--- src/rtl/eth_axis_to_avst_tx_bridge.sv ---
// ============================================================================
// eth_axis_to_avst_tx_bridge
//
// Buffered AXI-Stream to Avalon-ST bridge for the Ethernet TX path. It sits
// between the AFU-facing AXI-S TX stream and the MAC's AVST TX port.
//
// Each accepted beat is converted before it enters a small beat FIFO:
//   - byte order reversed (AXI-S byte 0 in [7:0] -> AVST byte 0 in MSBs)
//   - tkeep turned into an AVST empty count (last beat only)
//   - sop generated from packet state
//   - malformed tkeep detected and folded into a per-packet error flag
// The FIFO decouples the AFU from MAC backpressure and supports a MAC ready
// latency of 0 or 1.
//
// Parameters:
//   DATA_WIDTH    bus width in bits, multiple of 8 (64..1024)
//   USER_WIDTH    width of the sideband user field (carried unmodified)
//   FIFO_DEPTH    beat buffer entries, power of 2, >= 2
//   READY_LATENCY MAC ready latency, 0 or 1
//
// Ports:
//   clk, rst_n           single clock, synchronous active-low reset
//   axis_t*              AXI-S slave side (valid/ready/data/keep/last/user)
//   avst_*               AVST source side (valid/ready/sop/eop/data/empty/
//                        user/error); error is meaningful on eop beats only
//   malformed_pulse      one-cycle pulse per accepted malformed beat
//   stat_pkt_cnt         (stats build) eop beats delivered to the MAC, wraps
//   stat_malformed_cnt   (stats build) malformed beats accepted, saturates
//
// Build option: define ETH_AXIS_AVST_BRIDGE_STATS_EN to add the statistics
// counters and their ports. Without it the ports and counters do not exist.
//
// SOP state machine:
//   state    | meaning
//   ---------+------------------------------------------------------------
//   SOP_WAIT | next accepted beat starts a packet (sop=1)
//   IN_PKT   | inside a multi-beat packet, waiting for the tlast beat
// ============================================================================
module eth_axis_to_avst_tx_bridge #(
    parameter int DATA_WIDTH    = 64,
    parameter int USER_WIDTH    = 1,
    parameter int FIFO_DEPTH    = 4,
    parameter int READY_LATENCY = 0
) (
    input  logic                               clk,
    input  logic                               rst_n,

    input  logic                               axis_tvalid,
    output logic                               axis_tready,
    input  logic [DATA_WIDTH-1:0]              axis_tdata,
    input  logic [DATA_WIDTH/8-1:0]            axis_tkeep,
    input  logic                               axis_tlast,
    input  logic [USER_WIDTH-1:0]              axis_tuser,

    output logic                               avst_valid,
    input  logic                               avst_ready,
    output logic                               avst_sop,
    output logic                               avst_eop,
    output logic [DATA_WIDTH-1:0]              avst_data,
    output logic [$clog2(DATA_WIDTH/8)-1:0]    avst_empty,
    output logic [USER_WIDTH-1:0]              avst_user,
    output logic                               avst_error,

    output logic                               malformed_pulse
`ifdef ETH_AXIS_AVST_BRIDGE_STATS_EN
    ,
    output logic [31:0]                        stat_pkt_cnt,
    output logic [15:0]                        stat_malformed_cnt
`endif
);

    localparam int BYTES   = DATA_WIDTH / 8;
    localparam int EMPTY_W = $clog2(BYTES);
    localparam int AW      = $clog2(FIFO_DEPTH);
    localparam int ENTRY_W = DATA_WIDTH + EMPTY_W + 3 + USER_WIDTH;

    // Field offsets inside one FIFO entry (LSB first).
    localparam int OFS_EMPTY = DATA_WIDTH;
    localparam int OFS_SOP   = OFS_EMPTY + EMPTY_W;
    localparam int OFS_EOP   = OFS_SOP + 1;
    localparam int OFS_ERR   = OFS_EOP + 1;
    localparam int OFS_USER  = OFS_ERR + 1;

    localparam logic [AW:0]         FULL_CNT  = (AW+1)'(FIFO_DEPTH);
    localparam logic [AW:0]         CNT_ONE   = (AW+1)'(1);
    localparam logic [AW-1:0]       PTR_ONE   = AW'(1);
    localparam logic [EMPTY_W-1:0]  EMPTY_ONE = EMPTY_W'(1);
    localparam logic [EMPTY_W-1:0]  EMPTY_MAX = EMPTY_W'(BYTES - 1);
    localparam logic [BYTES-1:0]    KEEP_ONE  = BYTES'(1);

    localparam logic [0:0] SOP_WAIT = 1'b0;
    localparam logic [0:0] IN_PKT   = 1'b1;

    // ------------------------------------------------------------------
    // Per-beat conversion (combinational, on the input side)
    // ------------------------------------------------------------------
    logic [DATA_WIDTH-1:0] swapped;
    logic [EMPTY_W-1:0]    lead_zeros;
    logic                  seen_one;
    logic [EMPTY_W-1:0]    empty_calc;
    logic [BYTES-1:0]      keep_inc;
    logic                  keep_ones;
    logic                  keep_zero;
    logic                  keep_contig;
    logic                  malformed;
    logic                  sop_calc;
    logic                  error_calc;

    always_comb begin
        swapped = '0;
        for (int b = 0; b < BYTES; b++) begin
            swapped[8*(BYTES-1-b) +: 8] = axis_tdata[8*b +: 8];
        end
    end

    // Leading-zero count of tkeep from the MSB, looking only at bytes
    // BYTES-1..1. Byte 0 never adds to the count, so an all-zero mask
    // lands on BYTES-1 naturally and the count always fits EMPTY_W bits.
    always_comb begin
        lead_zeros = '0;
        seen_one   = 1'b0;
        for (int b = BYTES - 1; b >= 1; b--) begin
            if (axis_tkeep[b]) begin
                seen_one = 1'b1;
            end else if (!seen_one) begin
                lead_zeros = lead_zeros + EMPTY_ONE;
            end
        end
    end

    // A mask of the form 0..01..1 has no overlap with itself plus one
    // (the add carries through the run of ones). All-ones wraps to zero.
    assign keep_inc    = axis_tkeep + KEEP_ONE;
    assign keep_contig = ((keep_inc & axis_tkeep) == '0);
    assign keep_ones   = &axis_tkeep;
    assign keep_zero   = ~|axis_tkeep;

    always_comb begin
        if (axis_tlast) begin
            malformed = keep_zero || !keep_contig;
        end else begin
            malformed = !keep_ones;
        end
    end

    always_comb begin
        if (!axis_tlast) begin
            empty_calc = '0;
        end else if (keep_zero) begin
            empty_calc = EMPTY_MAX;
        end else begin
            empty_calc = lead_zeros;
        end
    end

    logic [0:0] state_q;
    logic       sticky_q;

    assign sop_calc   = (state_q == SOP_WAIT);
    // Error is only carried on the eop beat; earlier beats feed the sticky flag.
    assign error_calc = axis_tlast && (sticky_q || malformed);

    // ------------------------------------------------------------------
    // Beat FIFO
    // ------------------------------------------------------------------
    logic [ENTRY_W-1:0] mem [FIFO_DEPTH];
    logic [AW-1:0]      wr_ptr_q;
    logic [AW-1:0]      rd_ptr_q;
    logic [AW:0]        count_q;
    logic [AW:0]        count_next;
    logic               tready_q;
    logic               push;
    logic               pop;
    logic               out_valid;
    logic [ENTRY_W-1:0] entry_in;
    logic [ENTRY_W-1:0] entry_out;

    assign push      = axis_tvalid && tready_q;
    assign entry_in  = {axis_tuser, error_calc, axis_tlast, sop_calc, empty_calc, swapped};
    assign entry_out = mem[rd_ptr_q];

    always_comb begin
        count_next = count_q;
        if (push && !pop) begin
            count_next = count_q + CNT_ONE;
        end else if (pop && !push) begin
            count_next = count_q - CNT_ONE;
        end
    end

    always_ff @(posedge clk) begin
        if (push) begin
            mem[wr_ptr_q] <= entry_in;
        end
    end

    always_ff @(posedge clk) begin
        if (!rst_n) begin
            wr_ptr_q        <= '0;
            rd_ptr_q        <= '0;
            count_q         <= '0;
            tready_q        <= 1'b0;
            state_q         <= SOP_WAIT;
            sticky_q        <= 1'b0;
            malformed_pulse <= 1'b0;
        end else begin
            count_q         <= count_next;
            // Registered full flag: ready drops in the same cycle the last
            // free slot is taken, so a push can never land on a full FIFO.
            tready_q        <= (count_next != FULL_CNT);
            malformed_pulse <= push && malformed;

            if (push) begin
                wr_ptr_q <= wr_ptr_q + PTR_ONE;
            end
            if (pop) begin
                rd_ptr_q <= rd_ptr_q + PTR_ONE;
            end

            if (push) begin
                case (state_q)
                    SOP_WAIT: state_q <= axis_tlast ? SOP_WAIT : IN_PKT;
                    IN_PKT:   state_q <= axis_tlast ? SOP_WAIT : IN_PKT;
                    default:  state_q <= SOP_WAIT;
                endcase

                if (axis_tlast) begin
                    sticky_q <= 1'b0;
                end else if (malformed) begin
                    sticky_q <= 1'b1;
                end
            end
        end
    end

    // ------------------------------------------------------------------
    // Output handshake
    // ------------------------------------------------------------------
    generate
        if (READY_LATENCY == 1) begin : g_rl1
            // With latency 1 the MAC's ready applies to the following cycle,
            // so the beat is presented (and popped) only after a ready=1.
            logic ready_d1;

            always_ff @(posedge clk) begin
                if (!rst_n) begin
                    ready_d1 <= 1'b0;
                end else begin
                    ready_d1 <= avst_ready;
                end
            end

            assign out_valid = ready_d1 && (count_q != '0);
            assign pop       = out_valid;
        end else begin : g_rl0
            assign out_valid = (count_q != '0);
            assign pop       = out_valid && avst_ready;
        end
    endgenerate

    assign axis_tready = tready_q;
    assign avst_valid  = out_valid;

    // Fields are zeroed when nothing is presented so reset leaves every
    // output at 0; while valid they come straight from the FIFO head, which
    // is stable until popped.
    assign avst_data  = out_valid ? entry_out[DATA_WIDTH-1:0]        : '0;
    assign avst_empty = out_valid ? entry_out[OFS_EMPTY +: EMPTY_W]  : '0;
    assign avst_sop   = out_valid && entry_out[OFS_SOP];
    assign avst_eop   = out_valid && entry_out[OFS_EOP];
    assign avst_error = out_valid && entry_out[OFS_ERR];
    assign avst_user  = out_valid ? entry_out[OFS_USER +: USER_WIDTH] : '0;

`ifdef ETH_AXIS_AVST_BRIDGE_STATS_EN
    logic [31:0] pkt_cnt_q;
    logic [15:0] mal_cnt_q;

    always_ff @(posedge clk) begin
        if (!rst_n) begin
            pkt_cnt_q <= '0;
            mal_cnt_q <= '0;
        end else begin
            if (pop && entry_out[OFS_EOP]) begin
                pkt_cnt_q <= pkt_cnt_q + 32'd1;
            end
            if (push && malformed && (mal_cnt_q != 16'hFFFF)) begin
                mal_cnt_q <= mal_cnt_q + 16'd1;
            end
        end
    end

    assign stat_pkt_cnt       = pkt_cnt_q;
    assign stat_malformed_cnt = mal_cnt_q;
`endif

endmodule

--- config.mk ---
export PLATFORM = sky130hd
export DESIGN_NAME = eth_axis_to_avst_tx_bridge
export DESIGN_NICKNAME = d
export VERILOG_FILES = /design/src/rtl/eth_axis_to_avst_tx_bridge.sv
export SDC_FILE = /design/constraint.sdc
export NUM_CORES = 1
export LEC_CHECK = 0
export CORE_ASPECT_RATIO = 1.5
export CORE_MARGIN = 3
export CORE_UTILIZATION = 30
export CTS_BUF_LIST = sky130_fd_sc_hd__clkbuf_8 sky130_fd_sc_hd__clkbuf_16
export DETAILED_ROUTE_END_ITERATION = 6
export GPL_ROUTABILITY_DRIVEN = 0
export PLACE_DENSITY_LB_ADDON = 0.15
export SKIP_CTS_REPAIR_TIMING = 1
export SYNTH_ARGS = -nofsm -noshare
export SYNTH_HDL_FRONTEND = slang
export SYNTH_SLANG_ARGS = --single-unit
--- constraint.sdc ---
create_clock -name clk -period 2.4 [get_ports clk]
set_input_delay 0.48 -clock clk [delete_from_list [all_inputs] [get_ports clk]]
set_output_delay 0.48 -clock clk [all_outputs]
set_load 0.02 [all_outputs]
# After elaboration in Yosys (flattened, before gate mapping)
# Memory sizes are Yosys's and may differ from the RTL's. A register that Yosys moved wholly into a read port is not among the register bits.
# Cells that the tools add are included.
dict set report totals {
  ff_bits 11
  ramBits 284
  in_bits 78
  out_inout_bits 74
  word_cells 78
  n_memories 1
}
# name words word_bits read_ports rd_clocked_by_memory_dff wr line
set mem_list {}
lappend mem_list {mem 4 71 1 1 1 166} ;# logic [ENTRY_W-1:0] mem [FIFO_DEPTH];
dict set report op_classes {
  n_addsub 11
  n_eq_ne 1
  muxes 34
  bitwise 2
  reduce_logical 22
}
# operator count
set op_table {}
lappend op_table {{$mux W64} 1}
lappend op_table {{$mux W3} 17}
lappend op_table {{$add A3 B1 Y3 const B} 7}
lappend op_table {{$mux W1} 14}
lappend op_table {{$logic_and A1 B1 Y1} 9}
lappend op_table {{$add A8 B1 Y8 const B} 1}
lappend op_table {{$and A8 B8 Y8} 1}
lappend op_table {{$logic_not A8 Y1} 1}
lappend op_table {{$reduce_and A8 Y1} 1}
lappend op_table {{$reduce_or A8 Y1} 1}
lappend op_table {{$logic_not A1 Y1} 5}
lappend op_table {{$add A2 B1 Y2 const B} 2}
lappend op_table {{$mux W2} 2}
lappend op_table {{$ne A3 B3 Y1 const B} 1}
lappend op_table {{$reduce_bool A3 Y1} 1}
lappend op_table {{$sub A3 B1 Y3 const B} 1}
lappend op_table {{$logic_or A1 B1 Y1} 2}
lappend op_table {{$reduce_and A2 Y1} 1}
lappend op_table {{$reduce_bool A2 Y1} 1}
lappend op_table {{$not A1 Y1} 1}

# Longest topological paths before layout
dict set report logic_depth {
  word_depth 21
  mapped_depth 12
  depth_no_buf 11
}

# Worst setup path before layout
# Ideal clock, no wire load.
dict set report synth_path {
  path_kind {register to register}
  from {reg tready_q, in the netlist axis_tready}
  to {mem mem[1][0] in the netlist's numbering (enable)}
  setup_ns 0.437
  arrival_ns 2.280
  t_required_ns 1.963
  path_slack_ns -0.317
  stages_incl_launch_ff 2
  n_path_buf 0
  synth_period_minus_slack_ns 2.717
  path_cell_list {dfxtp_1 and3_1}
}
dict set report synth_between {
  elab_chain_cells 3
}
# item line
set synth_rtl {}
lappend synth_rtl {{from (decl)} 171} ;# logic tready_q;
lappend synth_rtl {{from (signal assigned)} 210} ;# tready_q <= (count_next != FULL_CNT);
lappend synth_rtl {{$logic_and A1 B1 Y1} 178} ;# assign push = axis_tvalid && tready_q;
lappend synth_rtl {{$mux W1} 192} ;# if (push) begin
lappend synth_rtl {{$mux W1 (not written as such)} 193} ;# mem[wr_ptr_q] <= entry_in;
lappend synth_rtl {{to (decl)} 166}
# Every way passes these cells.

==> flow_metrics.tcl <==
set metrics [dict create \
    status "complete, but fails checks" \
    failed_checks "setup timing" \
    clock_insertion_delay_worst_skew_ns 0.55 \
    detail_route.wl_per_cell_um 21.1 \
    floorplan.die.height_um 247 \
    cts_tree "built" \
    design.portCount 152 \
    cpPeakStageDelay_ns 0.50 \
    register_area_share_after_synthesis 0.755 \
    via_count_of_the_first_global_routing_pass 6717 \
    r2r.worst_path.cells 8 \
    drt_first_pass_iters 4 \
    post_route_drc 0 \
    area_growth_pct 35.9 \
    cp_cell_sequence "buf_12 -> clkbuf_16 -> mux4_2 -> and2_4 -> buf_6" \
    start_kind "flip-flop" \
    start_util 0.306 \
    path_buf_inv 3 \
    grt_usage 0.126 \
    clk_root_buffer_cell "sky130_fd_sc_hd__clkbuf_16" \
    ir_worst_vdd_mv 0.638 \
    timing.critical_path.required_ns 1.92 \
    design_area_um2 15800 \
    port_buffers 151 \
    worst_setup_timing_slack_at_the_placement_stage_ns -0.668 \
    syn-cell-area_um2 11600 \
    num_vias 5918 \
    worst-slew-pin-transition_ns 0.397 \
    detailed_place_hpwl_mm 17.2 \
    post-route-worst-setup-slack_ns -0.143 \
    num_rows 87 \
    clock_skew_ns 0.00557 \
    ys.warnings.count 0 \
    synth_cell_type_count 42 \
    timing_hold_violations_final 0 \
    grt_start_max_net_pins 38 \
    drv_cap 0 \
    grt_pass1_wl_mm 39.8 \
    reg_to_reg_slack_setup_ns 0.41 \
    cts_num_sinks 297 \
    yosys_register_bits 297 \
    final_core_util 0.416 \
    post_dp_cell_area_um2 14200 \
    cp_num_cells 5 \
    synth_enable_flop_cells 284 \
    floorplan.die_area_um2 41300 \
    num-nets-final 857 \
    async_reset_ff_frac 0 \
    drive_gt1_frac 0.434 \
    pleak_nw 5.36 \
    timing.final.crit_share 1.06 \
    post_layout_nonfiller_instances 1281 \
    rsz0062_at_grt "true" \
    critical_path.endpoint_type "output port" \
    finalCriticalPeriod_ns 2.54 \
    crit_family "multiplexers" \
    grt_antenna_before_repair 3 \
    crit_path_end "avst_data[41]" \
    via_density_per_instance 4.62 \
    grt_overflow_total 0 \
    floorplan.die.width_um 167 \
    overall_routed_net_length_mm 27.1 \
    slew_headroom 0.733 \
    fmax_mhz 393 \
    r2r_end "axis_tready" \
    min-delay-path-class "flip-flop to flip-flop" \
    critPathSlowestCell "sky130_fd_sc_hd__mux4_2" \
    post-place-cells 1214 \
    max-clock-path-buffers 3 \
    setup_viol_count_final 71 \
    syn_inst 561 \
    cts_htree_levels 1 \
    r2r_start "count_q[1]" \
    worst-endpoint-arrival_ns 2.06 \
    type_of_the_worst_setup_path "flip-flop to output port" \
    power.density_nw_per_um2 1200 \
    cts_inserted_buffers 29 \
    critical_path.max_fanout 6 \
    ant_nets 0 \
    core_area_um2 38000 \
    drt_iter0_drc 293 \
    synth_ff_type "sky130_fd_sc_hd__edfxtp_1" \
    synth_nets 649 \
    syn_area_per_cell_um2 20.8 \
    clk_pin_slew_worst_paths_ns 0.06 \
    report.power.total_mw 19.0 \
    pins_over_slew_limit 0 \
]
## metrics by stage
| stage | hold WS, ns | TNS (ns) |
|---|---|---|
| finish | 0.475 | -6.77 |
| floorplan | 0.441 | -0.132 |
| global route | 0.538 | -11.92 |
| CTS | 0.483 | -43.56 |
| detailed placement | 0.468 | -6.47 |
| global placement | 0.466 | -5.34 |
## routing by layer
layer / up-vias / global-route usage / wire, µm
met3: 42 / 0.0221 / 1100
li1: 2658 / - / -
met2: 115 / 0.247 / 15300
met4: 4 / 0.0393 / 579
met1: 3099 / 0.136 / 10000
met5: - / 0 / 27
## synthesized netlist by cell type, types with 3 or more instances
library cell               count  share of area
sky130_fd_sc_hd__buf_2         4         0.0017
sky130_fd_sc_hd__clkbuf_1     15         0.0048
sky130_fd_sc_hd__inv_1         8         0.0026
sky130_fd_sc_hd__buf_6         7         0.0068
sky130_fd_sc_hd__nand2_1      12         0.0039
sky130_fd_sc_hd__mux4_2       71           0.14
sky130_fd_sc_hd__nand2b_1      3         0.0016
sky130_fd_sc_hd__and3_1        5         0.0027
sky130_fd_sc_hd__and2_1       74          0.040
sky130_fd_sc_hd__ha_1         10          0.011
sky130_fd_sc_hd__dfxtp_1      13          0.022
sky130_fd_sc_hd__edfxtp_1    284           0.73
sky130_fd_sc_hd__a21oi_1       8         0.0034
sky130_fd_sc_hd__nor2_1       11         0.0035
sky130_fd_sc_hd__xnor2_1       5         0.0038
## worst min path at each step
stage | startpoint | end | slack (ns) | depth (start not counted)
after floorplan | sticky_q | sticky_q | 0.44 | 2
after global placement | sticky_q | sticky_q | 0.47 | 2
after detailed placement | sticky_q | sticky_q | 0.47 | 2
after CTS | sticky_q | sticky_q | 0.48 | 2
after global routing | sticky_q | sticky_q | 0.54 | 2
final | sticky_q | sticky_q | 0.47 | 2
## sequential cells by signal, summed over array words and instances, names as in the netlist, named ones only
name / count
malformed_pulse: 1
state_q: 1
axis_tready: 1
count_q: 3
sticky_q: 1
wr_ptr_q: 2
mem: 284
rd_ptr_q: 2
## worst min-delay path, delay by kind of cell (launching register included)
family	cells	cell delay [ns]
flops	1	0.33
simple gates	2	0.12
## area by class of cell
cell class                 instances  area, µm²
fill                            3320      22200
multi-input combinational        229       2920
sequential                       297       8800
antenna                            1       2.50
clock inverter                    23        308
inverter                           8       30.0
clock buffer                      30        739
tap                              489        612
timing repair buffer             204       2420
## cells in the final DEF (no fill, tap or decap), drive strengths merged, types with 2 or more instances in the layout
master           n
clkdlybuf4s50   74
xnor2            5
nand2           12
clkinv          11
nand2b           3
and3             5
dfxtp           13
bufinv           7
mux4            71
o21ai            4
edfxtp         284
o21a             2
and2            74
a31oi            2
ha              10
clkinvlp         4
inv              9
nor4             2
a21oi            9
nor2            11
dlymetal6s2s     5
clkbuf          37
nor3             2
buf            118
## kinds of logic after synthesis
family,synth area share
simple gates,0.0571
flops,0.755
mux,0.138
compound gates,0.0170
fa+ha+maj,0.0117
xor+xnor,0.00451
buf+inv,0.0166
## report_power, final
group          switching (mW)  total, mW  internal (mW)  leakage [nW]
sequential              0.122       6.17           6.05          2.69
combinational            3.60       7.94           4.34          2.17
clock                    1.91       4.91           3.00         0.505
total                    5.63       19.0           13.4          5.36
(Power assumes the default switching activity.)
